$ cat src/rtl/mem_stage.sv
// MEM pipeline stage: latches one EX instruction, runs its load/store over a valid/ready
// data bus, aligns and extends load data, and hands the result to WB. Option: MEM_MISALIGN_TRAP_EN.
module mem_stage (
    input  logic        clock,
    input  logic        reset,
    input  logic        ex_valid,
    output logic        mem_ready,
    output logic        mem_valid,
    input  logic        wb_ready,
    input  logic [31:0] pc_ex,
    input  logic [31:0] inst_ex,
    input  logic [31:0] alu_res_ex,
    input  logic [31:0] csr_rdata_ex,
    input  logic [31:0] csr_wdata_ex,
    input  logic [31:0] store_data_ex,
    input  logic        mem_ren_ex,
    input  logic        mem_wen_ex,
    input  logic [2:0]  mem_funct3_ex,
    input  logic [2:0]  sel_rf_wdata_ex,
    input  logic        rf_wen_ex,
    input  logic        csr_wen_ex,
    input  logic        ecall_en_ex,
    input  logic        mret_en_ex,
    input  logic        ebreak_ex,
    output logic [31:0] pc_mem,
    output logic [31:0] inst_mem,
    output logic [31:0] alu_res_mem,
    output logic [31:0] csr_rdata_mem,
    output logic [31:0] csr_wdata_mem,
    output logic [31:0] load_data_mem,
    output logic [2:0]  sel_rf_wdata_mem,
    output logic        rf_wen_mem,
    output logic        csr_wen_mem,
    output logic        ecall_en_mem,
    output logic        mret_en_mem,
    output logic        ebreak_mem,
`ifdef MEM_MISALIGN_TRAP_EN
    output logic        misalign_mem,
`endif
    output logic        dmem_req_valid,
    input  logic        dmem_req_ready,
    output logic [31:0] dmem_addr,
    output logic        dmem_wen,
    output logic [31:0] dmem_wdata,
    output logic [3:0]  dmem_wstrb,
    input  logic        dmem_resp_valid,
    input  logic [31:0] dmem_rdata
);

    typedef enum logic [1:0] {S_IDLE, S_REQ, S_RESP, S_HOLD} state_t;

    state_t      state;
    logic        ren_q;
    logic        wen_q;
    logic [2:0]  funct3_q;
    logic [31:0] store_data_q;
    logic        accept;
    logic        misaligned_ex;
    logic [1:0]  offset;

    function automatic logic [31:0] extend_load(input logic [2:0]  f3,
                                                input logic [31:0] rdata,
                                                input logic [1:0]  o);
        logic [31:0] w;
        w = rdata >> {o, 3'b000};
        case (f3)
            3'b000:  return {{24{w[7]}}, w[7:0]};
            3'b001:  return {{16{w[15]}}, w[15:0]};
            3'b100:  return {24'd0, w[7:0]};
            3'b101:  return {16'd0, w[15:0]};
            default: return w;
        endcase
    endfunction

    assign mem_ready      = (state == S_IDLE) || ((state == S_HOLD) && wb_ready);
    assign mem_valid      = (state == S_HOLD);
    assign accept         = ex_valid && mem_ready;
    assign dmem_req_valid = (state == S_REQ);
    assign offset         = alu_res_mem[1:0];
    assign dmem_addr      = {alu_res_mem[31:2], 2'b00};
    assign dmem_wen       = wen_q;
    // Lanes shifted past byte 3 fall off the top of the word.
    assign dmem_wdata     = store_data_q << {offset, 3'b000};

`ifdef MEM_MISALIGN_TRAP_EN
    assign misaligned_ex = (mem_ren_ex || mem_wen_ex) &&
                           (((mem_funct3_ex[1:0] == 2'b01) && alu_res_ex[0]) ||
                            ((mem_funct3_ex[1:0] == 2'b10) && (alu_res_ex[1:0] != 2'b00)));
`else
    assign misaligned_ex = 1'b0;
`endif

    // NOTE: always_comb assigns a default first so no path leaves dmem_wstrb unassigned (no latch).
    always_comb begin
        dmem_wstrb = 4'b0000;
        if (wen_q) begin
            case (funct3_q[1:0])
                2'b00:   dmem_wstrb = 4'b0001 << offset;
                2'b01:   dmem_wstrb = 4'b0011 << offset;
                default: dmem_wstrb = 4'b1111;
            endcase
        end
    end

    // NOTE: sequential state uses non-blocking assignments only, so every register sees pre-edge values.
    always_ff @(posedge clock or negedge reset) begin
        if (!reset) begin
            state            <= S_IDLE;
            ren_q            <= 1'b0;
            wen_q            <= 1'b0;
            funct3_q         <= 3'd0;
            store_data_q     <= 32'd0;
            pc_mem           <= 32'd0;
            inst_mem         <= 32'd0;
            alu_res_mem      <= 32'd0;
            csr_rdata_mem    <= 32'd0;
            csr_wdata_mem    <= 32'd0;
            load_data_mem    <= 32'd0;
            sel_rf_wdata_mem <= 3'd0;
            rf_wen_mem       <= 1'b0;
            csr_wen_mem      <= 1'b0;
            ecall_en_mem     <= 1'b0;
            mret_en_mem      <= 1'b0;
            ebreak_mem       <= 1'b0;
`ifdef MEM_MISALIGN_TRAP_EN
            misalign_mem     <= 1'b0;
`endif
        end else begin
            case (state)
                S_IDLE, S_HOLD: begin
                    if (accept) begin
                        ren_q            <= mem_ren_ex;
                        wen_q            <= mem_wen_ex;
                        funct3_q         <= mem_funct3_ex;
                        store_data_q     <= store_data_ex;
                        pc_mem           <= pc_ex;
                        inst_mem         <= inst_ex;
                        alu_res_mem      <= alu_res_ex;
                        csr_rdata_mem    <= csr_rdata_ex;
                        csr_wdata_mem    <= csr_wdata_ex;
                        load_data_mem    <= 32'd0;
                        sel_rf_wdata_mem <= sel_rf_wdata_ex;
                        rf_wen_mem       <= rf_wen_ex && !misaligned_ex;
                        csr_wen_mem      <= csr_wen_ex;
                        ecall_en_mem     <= ecall_en_ex;
                        mret_en_mem      <= mret_en_ex;
                        ebreak_mem       <= ebreak_ex;
`ifdef MEM_MISALIGN_TRAP_EN
                        misalign_mem     <= misaligned_ex;
`endif
                        state <= ((mem_ren_ex || mem_wen_ex) && !misaligned_ex) ? S_REQ : S_HOLD;
                    end else if ((state == S_HOLD) && wb_ready) begin
                        // Control bits read 0 while idle so WB never sees a stale write enable.
                        rf_wen_mem   <= 1'b0;
                        csr_wen_mem  <= 1'b0;
                        ecall_en_mem <= 1'b0;
                        mret_en_mem  <= 1'b0;
                        ebreak_mem   <= 1'b0;
`ifdef MEM_MISALIGN_TRAP_EN
                        misalign_mem <= 1'b0;
`endif
                        state        <= S_IDLE;
                    end
                end
                S_REQ: begin
                    if (dmem_req_ready) state <= S_RESP;
                end
                S_RESP: begin
                    if (dmem_resp_valid) begin
                        if (ren_q) load_data_mem <= extend_load(funct3_q, dmem_rdata, offset);
                        state <= S_HOLD;
                    end
                end
            endcase
        end
    end

endmodule

$ cat config.mk
export PLATFORM = sky130hd
export DESIGN_NAME = mem_stage
export DESIGN_NICKNAME = d
export VERILOG_FILES = /design/src/rtl/mem_stage.sv
export SDC_FILE = /design/constraint.sdc
export NUM_CORES = 1
export LEC_CHECK = 0
export ABC_AREA = 1
export BUFFER_PORTS_ARGS = -buffer_cell sky130_fd_sc_hd__buf_4
export CAP_MARGIN = 20
export CORE_AREA = 2 2 200 202
export CTS_BUF_LIST = sky130_fd_sc_hd__clkbuf_16
export DETAILED_ROUTE_END_ITERATION = 12
export DIE_AREA = 0 0 202 204
export HOLD_SLACK_MARGIN = 0.06
export PLACE_DENSITY = 0.55
export REMOVE_ABC_BUFFERS = 1
export SYNTH_ARGS = -nofsm -noshare
export SYNTH_HDL_FRONTEND = slang
export SYNTH_SLANG_ARGS = --single-unit
export TNS_END_PERCENT = 30
$ cat constraint.sdc
create_clock -name clock -period 2.49 [get_ports clock]
set_input_delay 0.498 -clock clock [delete_from_list [all_inputs] [get_ports clock]]
set_output_delay 0.498 -clock clock [all_outputs]
set_load 0.03 [all_outputs]
Word level (Yosys, flattened, before mapping)
Cells that the tools add are included.
{"block": "op_classes", "eq_ne": 12, "n_shift": 4, "muxes": 19, "reduce_logical": 14}
{"cell": "case mux 32 bit (4 select lines)", "count": 1}
{"cell": "two-way mux 32 bit", "count": 3}
{"cell": "case mux 32 bit (2 select lines)", "count": 1}
{"cell": "<< shifter 32 x 5 -> 32 bit", "count": 1}
{"cell": ">> shifter 32 x 5 -> 32 bit", "count": 1}
{"cell": "two-way mux 2 bit", "count": 5}
{"cell": "case mux 4 bit (2 select lines)", "count": 1}
{"cell": "== test 3 bit (second input constant)", "count": 2}
{"cell": "two-way mux 1 bit", "count": 6}
{"cell": "inequality test 2 bit (second input constant)", "count": 3}
{"cell": "case mux 2 bit (3 select lines)", "count": 1}
{"cell": "== test 2 x 1 -> 1 bit (second input constant)", "count": 2}
{"cell": "== test 2 bit (second input constant)", "count": 2}
{"cell": "zero test 2 bit", "count": 2}
{"cell": "two-way mux 4 bit", "count": 1}
{"cell": "AND reduction 2 bit", "count": 2}
{"cell": "AND reduction 4 bit", "count": 1}
{"cell": "nonzero test 2 bit", "count": 2}
{"cell": "<< shifter 1 x 2 -> 4 bit (first input constant)", "count": 1}
{"cell": "<< shifter 2 x 2 -> 4 bit (first input constant)", "count": 1}
{"cell": "== test 3 x 1 -> 1 bit (second input constant)", "count": 1}
{"cell": "zero test 3 bit", "count": 1}
{"cell": "inequality test 3 bit (second input constant)", "count": 1}
{"cell": "AND reduction 3 bit", "count": 1}
{"cell": "4 further kinds", "count": 6}
{"block": "word_totals", "ff_bits": 239, "inputBits": 243, "out_inout_bits": 272, "elab_cells": 66}

Longest topological paths before layout
{"block": "depth", "depth_word": 6, "ltp_mapped": 11, "mapped_depth_nobuf": 10}

Least setup slack after synthesis
Ideal clock, no wire load.
{"block": "synth_path", "path_kind": "reg2out", "startpoint": "register alu_res_mem[0]", "endpoint": "output port dmem_wdata[24]", "arrival_ns": 1.900, "t_required_ns": 1.992, "slack_ns": 0.092, "path_stages_with_launch": 7, "n_path_buf": 3, "path_cell_list": "dfrtp_1 > buf_6 > buf_4 > buf_4 > nand2_1 > o21ai_0 > o21ai_0"}
{"block": "synth_between", "elab_chain_cells": 1}
{"element": "from (decl)", "line_no": "27", "text": "output logic [31:0] alu_res_mem,"}
{"element": "from (signal assigned)", "line_no": "138", "text": "alu_res_mem <= alu_res_ex;"}
{"element": "<< shifter 32 x 5 -> 32 bit", "line_no": "83", "text": "assign dmem_wdata = store_data_q << {offset, 3'b000};"}
{"element": "to (decl)", "line_no": "44", "text": "output logic [31:0] dmem_wdata,"}
Every way passes these cells.

Final worst setup path
{"block": "layout_path", "startpoint": "register alu_res_mem[0]", "endpoint": "output port dmem_wdata[28]"}
The elaborated chain is that of the path after synthesis.

==> key figures <==
Route
  – Met2 WL post-DR: approximately 19 mm
  – DRT Wirelength: between 30 and 40 mm
  – Routed via count: around 10,000
  – Initial drt markers: 540
  – DRT Pass-1 Iters: 4
  – Vias/cell: ~4.4
  – Post-route antenna net violation count: 0
  – Wl on met1: between 15 and 20 mm
  – Residual DRC count: 0
  – Metal3 WL: roughly 3.3 mm
  – Max layer used: met4
  – Routed WL per cell: approximately 17 um

Timing
  – Minimum clock period: ~2.4 ns
  – Fin crit share: 0.9741
  – Setup total negative slack: 0 ns
  – Final WS setup: 0.06454 ns
  – Relative slew slack: 0.5333
  – Fmax achieved: approximately 0.41 GHz
  – RSZ-0062 raised after global routing: true
  – Fin. max-slew vios: 0
  – Hold Vio Cnt, Final: 0
  – Clk_skew: 0.008913 ns
  – Final setup violating endpoints: 0
  – Measured slew at the worst slew-check pin: 0.7000 ns

Floorplanning
  – DIE WIDTH: roughly 200 um
  – Die Ht: a little over 200 um
  – Placeable Area: 39,180 sq um
  – Total die area: approximately 40,000 sq um
  – Rows: 73
  – Initial Util: 0.2727
  – Io pins: 515

Placed design
  – Hpwl dp: roughly 29 mm
  – Port buffer count: 512
  – Pre-CTS WS: around 0.43 ns
  – Placed Area: between 10,000 and 15,000 sq um
  – Final Wtd Congestion: 0.8875

Global routing
  – Total congestion overflow: 0
  – Total track usage: 0.1850
  – Largest net degree at the start of global routing: 115
  – Initial antenna violation count: 0
  – Number of global-route vias before repair: 10,250
  – First-pass GRT wire length: 59.83 mm

Synthesis
  – Post-synth top cells: nand2_1 (733), dfrtp_1 (239), o21ai_0 (59)
  – Main synth FF type: dfrtp_1
  – Avg Synthesized Cell Area: 8.053 sq um
  – Async S/R FF share, synth: 1.000
  – Share of the synthesized area in the top cell type: 0.5597
  – Syn. warnings: 0
  – Count of cell types in the netlist: 28
  – Top-count cell post-synth: nand2_1
  – Number of flops mapped to enable cells by yosys: 0
  – Synth Cell Area: 10,690 sq um
  – Register bit count reported by yosys: 239
  – Cells after Synth: between 1,000 and 1,500
  – Register area share after synthesis: 0.5597
  – Post-synth top area cell: dfrtp_1
  – Synth area leaders: dfrtp_1 (56%), nand2_1 (26%), buf_4 (3.2%)

Critical path
  – Critical path class: reg2out
  – CP Capture Type: primary output
  – Worst-path maximum fanout: 21
  – Critical path launch point type: register
  – Critical path data required time: slightly below 2 ns
  – Crit path arrival time: roughly 1.9 ns

Power and ir drop
  – Max rail drop VDD: 0.0007081 V
  – PwrDens: about 1600 nW/um^2
  – Combinational power share: 0.576
  – P_leak: 8.813 nW
  – Reg power frac: 0.271
  – Clk pwr share: 0.153
  – Switching part of the total: 0.4925
  – Sw Pwr: ~12 mW
  – Int Power: 12.81 mW

Clock network
  – Clk slew on worst S/H paths: 0.06 ns
  – CTS root buf: clkbuf_16
  – Clock tree buffer depth: 3
  – Sink Count: 239
  – CTS tree: done
  – # H-tree levels: 1
  – Clock buffer count from CTS: 28
  – Clk_lat worst skew: between 0.5 and 0.6 ns

Cells and area
  – Number of diodes: 0
  – Cell area after layout: 15,860 sq um
  – NumNets Final: ~2,100
  – Area growth syn-to-layout: 48.43%
  – Share of cells above drive strength 1: 0.3353

Run
  – Max cap viols: 0

Worst hold path
  – Class of the worst hold path: in2reg

Outcome
  – Status: finished, final reports clean
-- critical path: stages, from the launching register on --
cell and delay [ns]:
dfrtp_1 0.42, buf_4 0.30, o21ai_0 0.18, o21ai_0 0.27, buf_4 0.21
-- kinds of logic (layout without fill, tap and decap cells) --
logic type | after synthesis | after routing | synth area share
compound gates | 119 | 119 | 0.06334
flops | 239 | 239 | 0.5597
fa+ha+maj | 4 | 4 | 0.004683
other cells | 1 | 2 | 0.0003509
buf+inv | 163 | 660 | 0.08020
simple gates | 801 | 801 | 0.2918
-- layout make-up --
type | count | area [sq um]
Clock buffer | 29 | 725.7
Timing Repair Buffer | 548 | 4249
Multi-Input combinational cell | 926 | 3877
Inverter | 60 | 235.2
Clock inverter | 23 | 136.4
Fill cell | 3993 | 23320
Tap cell | 525 | 656.9
Sequential cell | 239 | 5981
-- power by group through the flow --
| stage | registers, mW | clock network, mW | logic, mW |
|---|---|---|---|
| 6_report | 6.85 | 3.86 | 14.5 |
| 5_1_grt | 7.08 | 4.16 | 15.7 |
| 4_1_cts | 6.85 | 4.00 | 14.7 |
| 3_5_place_dp | 6.83 | 0 | 14.6 |
| 3_3_place_gp | 6.83 | 0 | 14.5 |
| 2_1_floorplan | 10.2 | 0 | 5.09 |
-- per-stage QoR --
stage	power (mW)	hold slack (ns)	util	std cells
after global placement	21.34	0.4632	0.3809	2293
after floorplan	15.29	0.2024	-	1225
after global routing	26.97	0.1110	0.4048	2350
after CTS	25.55	0.1034	0.4046	2350
final	25.23	0.1436	0.4048	2350
after detailed placement	21.43	0.4660	0.3809	2293
-- path summary, 6_finish.rpt --
| path | start | endpoint | slack, ns | cells after the start |
|---|---|---|---|---|
| worst max-delay path | alu_res_mem[0]$_DFFE_PN0P_ | dmem_wdata[28] | 0.06 | 4 |
| worst min-delay path | pc_ex[18] | pc_mem[18]$_DFFE_PN0P_ | 0.14 | 3 |
| worst max register to register | state[1]$_DFFE_PN0P_ | load_data_mem[26]$_DFFE_PN0P_ | 0.50 | 10 |
| worst min register to register | pc_mem[10]$_DFFE_PN0P_ | pc_mem[10]$_DFFE_PN0P_ | 0.48 | 2 |
| max in group asynchronous | reset | sel_rf_wdata_mem[2]$_DFFE_PN0P_ | 1.29 | 3 |
| min in group asynchronous | reset | load_data_mem[28]$_DFFE_PN0P_ | 0.50 | 2 |
-- timing repair --
| item | in CTS | in global routing |
|---|---|---|
| endpoints found under the setup margin | 22 | 9 |
| hold buffers | 1 | 0 |
| setup buffers | 4 | 0 |
| gates resized for setup | 3 | 3 |
| endpoints found under the hold margin | 50 | 0 |
| pin swaps | 1 | 0 |
-- per-layer routing --
layer  vias to the layer above  GRT usage
met5                         -          0
met4                         0    0.04254
met3                        46    0.05341
met2                       378     0.3180
met1                      4829     0.2296
li1                       4985          -
-- cells in the final DEF, fill, tap and decap left out --
cell           count
a211oi_1           1
a21oi_1           16
a21oi_2            1
a22o_1             5
a22oi_1            8
buf_12            10
buf_4            536
buf_8              1
bufinv_16          1
clkbuf_16         29
clkinv_1           7
clkinv_2           4
clkinvlp_4         5
conb_1             2
dfrtp_1          239
dlygate4sd3_1      1
ha_1               4
inv_1             59
inv_2              4
inv_4              2
inv_6              1
nand2_1          733
nand2_2            4
nand2_4            1
nand2_8            1
nand3_1            9
nand3_2            4
nand3_4            2
nor2_1            41
nor2_2             1
nor2_4             4
o21ai_0           59
o21ai_1           13
o221ai_1           8
o22ai_1            8
or2_2              1
-- flip-flops by register name, indices dropped and copies added (netlist names) --
register	cells
load_data_mem	32
pc_mem	32
inst_mem	32
sel_rf_wdata_mem	3
store_data_q	32
dmem_wen	1
ren_q	1
state	2
rf_wen_mem	1
csr_rdata_mem	32
csr_wen_mem	1
funct3_q	3
ebreak_mem	1
alu_res_mem	32
mret_en_mem	1
csr_wdata_mem	32
ecall_en_mem	1
(Power assumes the default switching activity.)
